[config.mk]
export PLATFORM = sky130hd
export DESIGN_NAME = div_share_arbiter
export DESIGN_NICKNAME = d
export VERILOG_FILES = /design/src/rtl/div_share_arbiter.sv
export SDC_FILE = /design/constraint.sdc
export NUM_CORES = 1
export LEC_CHECK = 0
export ABC_AREA = 1
export CAP_MARGIN = 25
export CORE_MARGIN = 10
export CORE_UTILIZATION = 48
export DETAILED_ROUTE_END_ITERATION = 8
export GPL_ROUTABILITY_DRIVEN = 0
export PLACE_DENSITY_LB_ADDON = 0.25
export SLEW_MARGIN = 30
export SYNTH_ARGS = -nofsm -noshare
export SYNTH_HDL_FRONTEND = slang
export SYNTH_SLANG_ARGS = --single-unit
[constraint.sdc]
create_clock -name clk -period 4 [get_ports clk]
set_clock_uncertainty 0.2 [all_clocks]
set_input_delay 0.8 -clock clk [delete_from_list [all_inputs] [get_ports clk]]
set_output_delay 0.8 -clock clk [all_outputs]
set_load 0.05 [all_outputs]
[src/rtl/div_share_arbiter.sv]
// div_share_arbiter: round-robin arbiter sharing one long-division datapath
// between two requesters (A and B).
//
// Ports:
//   clk, reset                    clock; asynchronous active-low reset
//   req_a/req_b                   division requests (operands stable until done_x)
//   dividend_a/divisor_a          requester A operands
//   dividend_b/divisor_b          requester B operands
//   div_start                     one-cycle start strobe to the divider
//   div_dividend/div_divisor      latched operands presented to the divider
//   div_quotient/div_remainder    divider results, valid with div_done
//   div_done/div_error            divider completion strobe and error flag
//   gnt_a/gnt_b                   owner indication, ISSUE through RESP
//   done_a/done_b                 one-cycle completion pulse to the owner
//   error_a/error_b               error status, valid with done_x
//   quotient_out/remainder_out    shared result bus, held until the next RESP
//   busy                          arbiter not idle
module div_share_arbiter #(
  parameter int unsigned SIZE    = 8,
  parameter int unsigned TIMEOUT = 64
) (
  input  logic            clk,
  input  logic            reset,
  input  logic            req_a,
  input  logic            req_b,
  input  logic [SIZE-1:0] dividend_a,
  input  logic [SIZE-1:0] divisor_a,
  input  logic [SIZE-1:0] dividend_b,
  input  logic [SIZE-1:0] divisor_b,
  output logic            div_start,
  output logic [SIZE-1:0] div_dividend,
  output logic [SIZE-1:0] div_divisor,
  input  logic [SIZE-1:0] div_quotient,
  input  logic [SIZE-1:0] div_remainder,
  input  logic            div_done,
  input  logic            div_error,
  output logic            gnt_a,
  output logic            gnt_b,
  output logic            done_a,
  output logic            done_b,
  output logic            error_a,
  output logic            error_b,
  output logic [SIZE-1:0] quotient_out,
  output logic [SIZE-1:0] remainder_out,
  output logic            busy
);

  localparam int unsigned TW = (TIMEOUT > 2) ? $clog2(TIMEOUT) : 1;

  typedef enum logic [1:0] {
    S_IDLE  = 2'd0,
    S_ISSUE = 2'd1,
    S_BUSY  = 2'd2,
    S_RESP  = 2'd3
  } state_e;

  state_e          state_q, state_d;
  logic            pri_q, pri_d;      // 0: A favoured, 1: B favoured
  logic            owner_q, owner_d;  // 0: A, 1: B
  logic [TW-1:0]   timer_q, timer_d;
  logic            div_start_q, div_start_d;
  logic [SIZE-1:0] div_dividend_q, div_dividend_d;
  logic [SIZE-1:0] div_divisor_q, div_divisor_d;
  logic            gnt_a_q, gnt_a_d;
  logic            gnt_b_q, gnt_b_d;
  logic            done_a_q, done_a_d;
  logic            done_b_q, done_b_d;
  logic            error_a_q, error_a_d;
  logic            error_b_q, error_b_d;
  logic [SIZE-1:0] quotient_q, quotient_d;
  logic [SIZE-1:0] remainder_q, remainder_d;
  logic            busy_q, busy_d;

  // Response staging shared by the divide-by-zero, completion and timeout paths
  logic            resp_go;
  logic            resp_err;
  logic [SIZE-1:0] resp_quo;
  logic [SIZE-1:0] resp_rem;
  logic            win_b;

  // Next-state and registered-output logic
  always_comb begin
    state_d        = state_q;
    pri_d          = pri_q;
    owner_d        = owner_q;
    timer_d        = timer_q;
    div_start_d    = 1'b0;
    div_dividend_d = div_dividend_q;
    div_divisor_d  = div_divisor_q;
    gnt_a_d        = gnt_a_q;
    gnt_b_d        = gnt_b_q;
    done_a_d       = 1'b0;
    done_b_d       = 1'b0;
    error_a_d      = 1'b0;
    error_b_d      = 1'b0;
    quotient_d     = quotient_q;
    remainder_d    = remainder_q;
    resp_go        = 1'b0;
    resp_err       = 1'b0;
    resp_quo       = '0;
    resp_rem       = '0;
    win_b          = 1'b0;

    unique case (state_q)
      S_IDLE: begin
        if (req_a || req_b) begin
          win_b   = req_b && (!req_a || pri_q);
          owner_d = win_b;
          div_dividend_d = win_b ? dividend_b : dividend_a;
          div_divisor_d  = win_b ? divisor_b  : divisor_a;
          // Strobe is registered, so decide now whether ISSUE will start the divider
          div_start_d = win_b ? (divisor_b != '0) : (divisor_a != '0);
          gnt_a_d = !win_b;
          gnt_b_d = win_b;
          state_d = S_ISSUE;
        end
      end
      S_ISSUE: begin
        if (div_divisor_q == '0) begin
          resp_go  = 1'b1;
          resp_err = 1'b1;
        end else begin
          timer_d = '0;
          state_d = S_BUSY;
        end
      end
      S_BUSY: begin
        if (div_done) begin
          resp_go  = 1'b1;
          resp_err = div_error;
          resp_quo = div_quotient;
          resp_rem = div_remainder;
        end else if (timer_q == TW'(TIMEOUT - 2)) begin
          // This increment would reach TIMEOUT-1: abort so done lands TIMEOUT cycles after start
          resp_go  = 1'b1;
          resp_err = 1'b1;
        end else begin
          timer_d = TW'(timer_q + 1'b1);
        end
      end
      S_RESP: begin
        pri_d   = ~owner_q;
        gnt_a_d = 1'b0;
        gnt_b_d = 1'b0;
        state_d = S_IDLE;
      end
      default: state_d = S_IDLE;
    endcase

    if (resp_go) begin
      state_d     = S_RESP;
      done_a_d    = !owner_q;
      done_b_d    = owner_q;
      error_a_d   = !owner_q && resp_err;
      error_b_d   = owner_q && resp_err;
      quotient_d  = resp_quo;
      remainder_d = resp_rem;
    end

    busy_d = (state_d != S_IDLE);
  end

  // State and output registers
  always_ff @(posedge clk or negedge reset) begin
    if (!reset) begin
      state_q        <= S_IDLE;
      pri_q          <= 1'b0;
      owner_q        <= 1'b0;
      timer_q        <= '0;
      div_start_q    <= 1'b0;
      div_dividend_q <= '0;
      div_divisor_q  <= '0;
      gnt_a_q        <= 1'b0;
      gnt_b_q        <= 1'b0;
      done_a_q       <= 1'b0;
      done_b_q       <= 1'b0;
      error_a_q      <= 1'b0;
      error_b_q      <= 1'b0;
      quotient_q     <= '0;
      remainder_q    <= '0;
      busy_q         <= 1'b0;
    end else begin
      state_q        <= state_d;
      pri_q          <= pri_d;
      owner_q        <= owner_d;
      timer_q        <= timer_d;
      div_start_q    <= div_start_d;
      div_dividend_q <= div_dividend_d;
      div_divisor_q  <= div_divisor_d;
      gnt_a_q        <= gnt_a_d;
      gnt_b_q        <= gnt_b_d;
      done_a_q       <= done_a_d;
      done_b_q       <= done_b_d;
      error_a_q      <= error_a_d;
      error_b_q      <= error_b_d;
      quotient_q     <= quotient_d;
      remainder_q    <= remainder_d;
      busy_q         <= busy_d;
    end
  end

  assign div_start     = div_start_q;
  assign div_dividend  = div_dividend_q;
  assign div_divisor   = div_divisor_q;
  assign gnt_a         = gnt_a_q;
  assign gnt_b         = gnt_b_q;
  assign done_a        = done_a_q;
  assign done_b        = done_b_q;
  assign error_a       = error_a_q;
  assign error_b       = error_b_q;
  assign quotient_out  = quotient_q;
  assign remainder_out = remainder_q;
  assign busy          = busy_q;

endmodule

==> results.sh, run 1 <==
export IMPL_status="completed"
export IMPL_maxSlewHeadroom=0.548
export IMPL_cap_violations=0
export IMPL_initial_core_util=0.496
export IMPL_die_area_mm2=0.00862
export IMPL_rsz0062_at_grt="false"
export IMPL_cts_tree="built"
export IMPL_fin_cells=494
export IMPL_synth_top_area_cell="dfrtp_1"
export IMPL_finalPower_uw=2880
export IMPL_setup_tns_ns=0
export IMPL_avgSynthCellArea_um2=7.68
export IMPL_period_minus_slack_ns=2.53
export IMPL_cp_end_kind="output pin"
export IMPL_portBuffers=93
export IMPL_drt_initial_drc_count=127
export IMPL_syn_nets=392
export IMPL_grt_start_max_net_pins=51
export IMPL_cts_hold_buffers=0
export IMPL_r2r_end="quotient_out[2]$_DFFE_PN0P_"
export IMPL_clock_path_buffers=2
export IMPL_path_class="flop to output pin"
export IMPL_viasPerCell=4.88
export IMPL_coreArea_mm2=0.00514
export IMPL_vias=2409
export IMPL_wl_per_cell_um=14.3
export IMPL_r2r_setup_slack_ns=1.88
export IMPL_whs_path_depth=2
export IMPL_clock_sinks=50
export IMPL_worstPathCellList="clkdlybuf4s50_1"
export IMPL_intPower_uw=1480
export IMPL_antenna_found_initial=0
export IMPL_numCtsBuffers=5
export IMPL_crit_slowest_cell="clkdlybuf4s50_1"
export IMPL_clock_latency_ns=0.30
export IMPL_clkPwrFrac=0.151
export IMPL_io_pins=94
export IMPL_drcViolationCount=0
export IMPL_p_leak_uw=0.00182
export IMPL_switchingPower_uw=1400
export IMPL_final_nets=483
export IMPL_post_cts_buffers=0
export IMPL_finalCritPeriodShare=0.633
export IMPL_swShare=0.487
export IMPL_place_hpwl_um=5300
export IMPL_grt_pass1_vias=2473
export IMPL_cts_max_level=2
export IMPL_reg2reg_depth=8
export IMPL_area_growth_pct=43.9
export IMPL_netlist_instances=332
export IMPL_finalMaxSlewViolations=0
export IMPL_cts_root_buf="clkbuf_8"
export IMPL_yosysSeqAreaShare=0.491
export IMPL_yosysTopAreaCellShare=0.491
export IMPL_antenna_left=0
export IMPL_grt_overflow=0
export IMPL_min_from="remainder_out[1]$_DFFE_PN0P_"
export IMPL_required_ns=3.00
export IMPL_ys_seq_elements=50
export IMPL_fmax_ghz=0.395
export IMPL_first_pass_iters=5
export IMPL_layout_drive_gt1_share=0.0425
export IMPL_fp_dieH_um=92.9
export IMPL_path_delay_family="buffers and inverters"
export IMPL_worstSetupPathDepth=1
export IMPL_grt_pass1_wl_um=11700
export IMPL_worstMarginPinSlew_ns=0.678
export IMPL_p_seq_frac=0.287
export IMPL_critical_path_buf_inv_count=1
export IMPL_critPathLaunchType="flop"
export IMPL_setup_viol=0
export IMPL_synth_area_mm2=0.00255
export IMPL_totalWireLength_um=7050
export IMPL_fp_row_count=26
export IMPL_dpl_cell_count=486
export IMPL_critPathMaxFanout=3
export IMPL_comb_power_share=0.562
export IMPL_die_w_um=92.9
export IMPL_clk_pin_slew_ns=0.09
export IMPL_cts_resized_gates=0
export IMPL_powerDensity_mw_per_mm2=786
export IMPL_ys_types=26
export IMPL_yosysWarnings=0
export IMPL_grtUsageTotal=0.164
export IMPL_slowest_delay_ns=0.83
export IMPL_reg2reg_from="state_q[0]$_DFF_PN0_"
export IMPL_hold_end="remainder_out[1]$_DFFE_PN0P_"
export IMPL_critPathArrivalTime_ns=1.53
export IMPL_hold_viol=0
export IMPL_diodes=0
export IMPL_synth_area_leaders="dfrtp_1, nand2_1, nor2_1"
export IMPL_hold_class="flop to flop"
export IMPL_ir_worst_vdd_uv=513
-- layout by cell type (no fill, tap or decap), types with 3 or more instances in the layout --
cell type,synthesis,final
a21oi_1,25,25
buf_4,1,3
clkbuf_8,0,6
clkdlybuf4s50_1,0,92
dfrtp_1,50,50
ha_1,6,6
inv_1,43,43
nand2_1,85,85
nand2_4,3,3
nand3_1,29,29
nor2_1,49,49
nor3_1,4,4
o21ai_0,11,11
o21bai_1,3,3
-- Yosys cell counts (all sizes together) --
cell type,instances
a21boi,2
a21oi,25
buf,4
clkbuf,7
clkinv,1
dfrtp,50
ha,6
inv,43
nand2,89
nand3,29
nand4,2
nor2,50
nor3,4
o211ai,2
o21ai,12
o21bai,3
o22ai,1
or2,1
xnor2,1
-- cell families after synthesis --
logic type	Yosys count	synth area share
AND/OR/NAND/NOR	175	0.290
buffers and inverters	55	0.0864
flip-flops	50	0.491
AO/OA/AOI/OAI	45	0.100
adder cells (fa/ha/maj)	6	0.0295
XOR/XNOR	1	0.00344
-- cell type report --
cell class              count  area (um^2)
well taps                  70         87.6
multi-input cells         227         1080
clock inverters             2         60.1
fillers                   424         1470
flip-flops and latches     50         1250
inverters                  44          165
repair buffers             95          943
clock buffers               6         82.6
-- power groups by stage --
stage	Combinational (uW)	Sequential [uW]	Clock, uW
floorplan	540	1370	0
global placement	1590	828	0
detailed placement	1630	831	0
CTS	1640	827	443
global route	1740	855	463
finish	1620	828	434
-- layer usage --
metal  up-vias  global-route usage  wire length [um]  part of all wire
met5         -                   0                 0                 0
met4         0              0.0347                54            0.0077
met3         5              0.0549               410             0.058
met2        70               0.293              3640              0.52
met1      1117               0.185              2940              0.42
li1       1217                   -                 -                 -
-- sequential cells by signal (all words and copies together), names as in the netlist, 2 cells and up --
register       flops
div_dividend       8
div_divisor        8
quotient_out       8
remainder_out      8
state_q            2
timer_q            6
-- per-stage QoR --
| stage | area [um^2] | utilization | hold slack, ns | setup slack (ns) |
|---|---|---|---|---|
| floorplan | 2550 | - | 0.253 | 2.14 |
| global placement | 3520 | 0.685 | 0.260 | 1.44 |
| detailed placement | 3520 | 0.686 | 0.259 | 1.38 |
| CTS | 3670 | 0.713 | 0.285 | 1.46 |
| global route | 3670 | 0.713 | 0.305 | 1.42 |
| finish | 3670 | 0.713 | 0.280 | 1.47 |
-- worst max-delay path by stage --
stage / from / to / slack [ns]
2_1_floorplan: req_a / div_divisor[3]$_DFFE_PN0P_ / 2.14
3_3_place_gp: div_done / state_q[0]$_DFF_PN0_ / 1.44
3_5_place_dp: div_done / quotient_out[2]$_DFFE_PN0P_ / 1.38
4_1_cts: div_divisor[5]$_DFFE_PN0P_ / div_divisor[5] / 1.46
5_1_grt: div_divisor[5]$_DFFE_PN0P_ / div_divisor[5] / 1.42
6_report: div_divisor[5]$_DFFE_PN0P_ / div_divisor[5] / 1.47
Power figures use the tool's default switching activity.
==> run 2, diff against run 1 <==
- CORE_UTILIZATION: 48 -> 44
- clock period: 4 -> 2.5 ns (I/O delays scaled with it)
==> run 2 against run 1 <==
  * The flow now finishes with violations (negative hold slack)
  * Hold slack got worse by 0.30 ns
  * Worst setup slack got worse by 1.2 ns
  * Cell count increased by 1.6%
  * First-iteration DRC count increased by 12%
  * Clock-buffer cell count unchanged
  * Critical path depth did not move
  * Combinational power rose by 62%
  * Core utilization is 5.1 points lower
  * Largest power group unchanged
==> results.sh, run 2 (synthesis gave the netlist of run 1 again) <==
export IMPL_layout_drive_gt1_share=0.0535
export IMPL_grt_pass1_vias=2418
export IMPL_totalWireLength_um=7060
export IMPL_critPathArrivalTime_ns=1.52
export IMPL_whs_ns=-0.0182
export IMPL_clock_sinks=50
export IMPL_setup_tns_ns=0
export IMPL_critPathLaunchType="flop"
export IMPL_regArea_mm2=0.00125
export IMPL_final_nets=489
export IMPL_clock_path_buffers=2
export IMPL_hold_viol=24
export IMPL_place_hpwl_um=5630
export IMPL_rsz0062_at_grt="false"
export IMPL_grt_overflow=0
export IMPL_cts_tree="built"
export IMPL_multi_input_area_mm2=0.00108
export IMPL_powerDensity_mw_per_mm2=1220
export IMPL_critPathMaxFanout=3
export IMPL_first_pass_iters=4
export IMPL_fillers=491
export IMPL_cap_violations=0
export IMPL_clock_latency_ns=0.30
export IMPL_cts_root_buf="clkbuf_8"
export IMPL_initial_core_util=0.457
export IMPL_antenna_left=0
export IMPL_final_util=0.662
export IMPL_finalCritPeriodShare=0.886
export IMPL_die_w_um=96.1
export IMPL_clk_pin_slew_ns=0.09
export IMPL_fp_dieH_um=96.1
export IMPL_diodes=0
export IMPL_setup_viol=0
export IMPL_antenna_found_initial=0
export IMPL_post_cts_buffers=0
export IMPL_p_leak_uw=0.00183
export IMPL_cts_resized_gates=0
export IMPL_cts_hold_buffers=0
export IMPL_required_ns=1.80
export IMPL_fp_row_count=27
export IMPL_wl_per_cell_um=14.1
export IMPL_cp_end_kind="output pin"
export IMPL_coreArea_mm2=0.00557
export IMPL_drt_initial_drc_count=142
export IMPL_grtUsageTotal=0.161
export IMPL_slowest_delay_ns=0.82
export IMPL_vias=2395
export IMPL_period_minus_slack_ns=2.22
export IMPL_drcViolationCount=0
export IMPL_numCtsBuffers=5
export IMPL_final_common_cell="clkdlybuf4s50_1"
export IMPL_io_pins=94
export IMPL_portBuffers=93
export IMPL_ir_worst_vdd_uv=628
export IMPL_grt_pass1_wl_um=11700
export IMPL_cts_max_level=2
export IMPL_crit_slowest_cell="clkdlybuf4s50_1"
export IMPL_viasPerCell=4.77
export IMPL_path_delay_family="buffers and inverters"
export IMPL_status="finished, violations left"
export IMPL_critical_path_buf_inv_count=1
export IMPL_worstMarginPinSlew_ns=0.653
export IMPL_path_class="flop to output pin"
export IMPL_grt_start_max_net_pins=27
export IMPL_maxSlewHeadroom=0.565
export IMPL_finalMaxSlewViolations=0
export IMPL_die_area_mm2=0.00924
export IMPL_worstPathCellList="clkdlybuf4s50_1"
export IMPL_violations="negative hold slack"
export IMPL_hold_class="primary input to async pin"
export IMPL_area_growth_pct=44.9
export IMPL_layout_common_cells="clkdlybuf4s50_1, nand2_1, dfrtp_1"
export IMPL_fmax_ghz=0.451
-- run 2: cell types whose count changed in the layout (fill, tap and decap cells not counted) --
cell	delta
buf_12	+1
clkbuf_8	-1
clkinvlp_4	+1
bufinv_16	-1
buf_4	+4
clkbuf_1	+1
buf_2	+1
-- run 2: worst paths after layout --
kind / from / to / slack [ns] / cells past startpoint
setup reg to reg: state_q[0]$_DFF_PN0_ / quotient_out[6]$_DFFE_PN0P_ / 0.45 / 9
setup / recovery: div_divisor[4]$_DFFE_PN0P_ / div_divisor[4] / 0.28 / 1
min in group clk: quotient_out[3]$_DFFE_PN0P_ / quotient_out[3]$_DFFE_PN0P_ / 0.28 / 2
hold reg to reg: quotient_out[3]$_DFFE_PN0P_ / quotient_out[3]$_DFFE_PN0P_ / 0.28 / 2
hold / removal: reset / div_dividend[2]$_DFFE_PN0P_ / -0.02 / 1
max in group asynchronous: reset / timer_q[2]$_DFFE_PN0P_ / 1.57 / 2
-- run 2: final cells by class --
class | count | share of cell area
sequential | 50 | 0.339
multi-input combinational | 227 | 0.292
timing repair buffer | 101 | 0.270
inverter | 44 | 0.0447
tap | 72 | 0.0244
clock buffer | 6 | 0.0197
clock inverter | 2 | 0.0102
-- run 2: through the flow --
stage / setup slack [ns] / cells / power, uW / area, um^2
finish: 0.284 / 502 / 4520 / 3690
global route: 0.233 / 502 / 4820 / 3690
CTS: 0.280 / 502 / 4560 / 3690
detailed placement: 0.331 / 494 / 3980 / 3580
global placement: 0.401 / 494 / 3920 / 3580
floorplan: 0.726 / 332 / 3060 / 2550
-- run 2: power by group --
group | internal (uW) | total (uW) | switching (uW) | leakage, uW
Sequential | 1120 | 1320 | 198 | 0.000637
Combinational | 852 | 2630 | 1770 | 0.00114
Clock | 299 | 576 | 277 | 0.0000514
Total | 2270 | 4520 | 2250 | 0.00183
-- run 2: metal layers --
layer	track usage	vias up	wire, um
li1	-	1234	-
met5	0	-	0
met3	0.0560	8	563
met4	0.0430	0	99
met1	0.192	1076	2880
met2	0.268	77	3510
==> run 3, diff against run 2 <==
- ABC_AREA: 1 -> default
- CORE_UTILIZATION: 44 -> 50
- DONT_BUFFER_PORTS: default -> 1
- SLEW_MARGIN: 30 -> default
==> run 3 against run 2 <==
  * The flow now finishes without violations
  * Cell count fell by 41%
  * Worst setup slack improved by 0.0043 ns
  * Combinational power fell by 51%
  * Die area shrank 14%
  * Power shrank 7.3%
  * Hold slack improved by 0.14 ns
==> results.sh, run 3 <==
export IMPL_grtUsageMet1=0.164
export IMPL_cts_tree="built"
export IMPL_yosysMostFrequentCell="dfrtp_1"
export IMPL_wl_per_cell_um=18.7
export IMPL_layout_common_cells="dfrtp_1, inv_1, nand2_1"
export IMPL_cts_max_level=2
export IMPL_grt_start_max_net_pins=51
export IMPL_async_reset_ff_frac=1.00
export IMPL_cap_violations=0
export IMPL_first_pass_iters=4
export IMPL_portBuffers=0
export IMPL_ys_seq_elements=50
export IMPL_critical_path_buf_inv_count=1
export IMPL_synth_common_cells="dfrtp_1, inv_1, nand2_1, o21ai_0, nand3_1"
export IMPL_critPathMaxFanout=21
export IMPL_p_seq_frac=0.577
export IMPL_intPower_uw=1890
export IMPL_drt_initial_drc_count=68
export IMPL_cts_root_buf="clkbuf_8"
export IMPL_final_nets=300
export IMPL_vias=1690
export IMPL_cp_end_kind="flop"
export IMPL_path_class="flop to flop"
export IMPL_critPathLaunchType="flop"
export IMPL_io_pins=94
export IMPL_final_common_cell="dfrtp_1"
export IMPL_whs_path_depth=2
export IMPL_hold_class="primary input to flop"
export IMPL_antenna_left=0
export IMPL_critPathArrivalTime_ns=2.26
export IMPL_gr_usage_met3=0.0775
export IMPL_grt_overflow=0
export IMPL_ir_worst_vdd_uv=744
export IMPL_ys_flop_type="dfrtp_1"
export IMPL_swShare=0.550
export IMPL_clock_path_buffers=2
export IMPL_crit_slowest_cell="ha_1"
export IMPL_required_ns=2.54
export IMPL_setup_tns_ns=0
export IMPL_status="completed"
export IMPL_post_cts_buffers=0
export IMPL_cts_resized_gates=0
export IMPL_r2r_end="error_b$_DFF_PN0_"
export IMPL_rsz0062_at_grt="false"
export IMPL_p_leak_uw=0.00124
export IMPL_place_hpwl_um=4160
export IMPL_clk_pin_slew_ns=0.09
export IMPL_switchingPower_uw=2300
export IMPL_initial_core_util=0.511
export IMPL_min_from="div_remainder[2]"
export IMPL_netlist_instances=237
export IMPL_synth_area_leaders="dfrtp_1, mux2i_1, o21ai_0"
export IMPL_yosysTopAreaCellShare=0.522
export IMPL_fillers=411
export IMPL_pre_cts_slack_ns=0.315
export IMPL_worstPathCellList="inv_1, ha_1, nand4_1, nor2_1, o31a_4, o311a_1"
export IMPL_regArea_mm2=0.00125
export IMPL_comb_power_share=0.305
export IMPL_yosysSeqAreaShare=0.522
export IMPL_clock_latency_ns=0.30
export IMPL_die_w_um=89.3
export IMPL_avgSynthCellArea_um2=10.1
export IMPL_maxSlewHeadroom=0.644
export IMPL_cts_hold_buffers=2
export IMPL_finalCritPeriodShare=0.885
export IMPL_grt_use_met2=0.213
export IMPL_finalMaxSlewViolations=0
export IMPL_grtUsageTotal=0.139
export IMPL_grt_pass1_wl_um=8640
export IMPL_reg2reg_from="state_q[0]$_DFF_PN0_"
export IMPL_multi_input_area_um2=980
export IMPL_hold_viol=0
export IMPL_clock_sinks=50
export IMPL_drcViolationCount=0
export IMPL_slowest_delay_ns=0.47
export IMPL_whs_ns=0.126
export IMPL_synth_top_area_cell="dfrtp_1"
export IMPL_coreArea_mm2=0.00469
export IMPL_setup_viol=0
export IMPL_synth_edf_count=0
export IMPL_viasPerCell=5.73
export IMPL_r2r_setup_slack_ns=0.29
export IMPL_fp_dieH_um=89.3
export IMPL_powerDensity_mw_per_mm2=1620
export IMPL_fp_row_count=25
export IMPL_yosysWarnings=0
export IMPL_hold_end="remainder_out[2]$_DFFE_PN0P_"
export IMPL_numCtsBuffers=5
export IMPL_fin_ws_ns=0.289
export IMPL_diodes=0
export IMPL_syn_nets=297
export IMPL_period_minus_slack_ns=2.21
export IMPL_path_delay_family="compound AO/OA/AOI/OAI gates"
export IMPL_antenna_found_initial=0
export IMPL_worstMarginPinSlew_ns=0.534
export IMPL_fmax_ghz=0.452
export IMPL_busiest_layer="met2"
export IMPL_layout_drive_gt1_share=0.133
export IMPL_area_growth_pct=8.14
export IMPL_clkPwrFrac=0.118
export IMPL_reg2reg_depth=6
export IMPL_grt_pass1_vias=1741
export IMPL_totalWireLength_um=5510
export IMPL_ys_types=37
export IMPL_die_area_mm2=0.00797
export IMPL_synth_area_mm2=0.00240
## run 3: changes by cell type after synthesis, sizes merged, moves of 3 or more
cell,previous run,this run
nor2,50,7
mux2i,0,17
o21bai,3,0
nand2b,0,3
a21oi,25,2
nor4,0,4
buf,4,8
inv,43,26
o21ai,12,39
nand2,89,23
nand3,29,21
## run 3: area by class of cell
| class | instances | area share |
|---|---|---|
| sequential | 50 | 0.482 |
| multi-input combinational | 148 | 0.378 |
| timing repair buffer | 9 | 0.0396 |
| inverter | 26 | 0.0376 |
| clock buffer | 7 | 0.0333 |
| tap | 54 | 0.0260 |
| clock inverter | 1 | 0.00338 |
## run 3: worst max path at each step
stage                               start                end  slack [ns]  cells after the start
2_1_floorplan  div_divisor[1]$_DFFE_PN0P_   done_a$_DFF_PN0_        0.48                      6
3_3_place_gp         state_q[0]$_DFF_PN0_  error_b$_DFF_PN0_        0.40                      6
3_5_place_dp         state_q[0]$_DFF_PN0_  error_b$_DFF_PN0_        0.32                      6
4_1_cts              state_q[0]$_DFF_PN0_  error_b$_DFF_PN0_        0.30                      6
5_1_grt              state_q[0]$_DFF_PN0_  error_b$_DFF_PN0_        0.12                      6
6_report             state_q[0]$_DFF_PN0_  error_b$_DFF_PN0_        0.29                      6
## run 3: power groups by stage
stage          Clock [uW]  Sequential [uW]  Combinational (uW)
6_report              495             2420                1280
5_1_grt               547             2480                1470
4_1_cts               514             2440                1290
2_1_floorplan           0             2430                 951
3_5_place_dp            0             2450                1260
3_3_place_gp            0             2440                1230
## run 3: per-layer routing
layer | routed length [um] | up-vias
met5 | 0 | -
met4 | 36 | 0
met3 | 646 | 4
met2 | 2560 | 66
met1 | 2270 | 791
li1 | - | 829
## run 3: logic make-up (layout without fill, tap and decap cells)
logic type / Yosys count / in the layout / share of synthesized area
AND/OR/NAND/NOR: 67 / 67 / 0.135
AO/OA/AOI/OAI: 58 / 58 / 0.168
flip-flops: 50 / 50 / 0.522
buffers and inverters: 39 / 43 / 0.0730
multiplexers: 17 / 17 / 0.0709
adder cells (fa/ha/maj): 6 / 6 / 0.0313
## run 3: stage by stage
step | cell area, um^2 | total power, uW | cells | util
after global routing | 2590 | 4490 | 295 | 0.553
after detailed placement | 2460 | 3720 | 285 | 0.525
final | 2590 | 4190 | 295 | 0.553
after CTS | 2590 | 4240 | 295 | 0.553
after global placement | 2460 | 3680 | 285 | 0.525
after floorplan | 2400 | 3380 | 237 | -
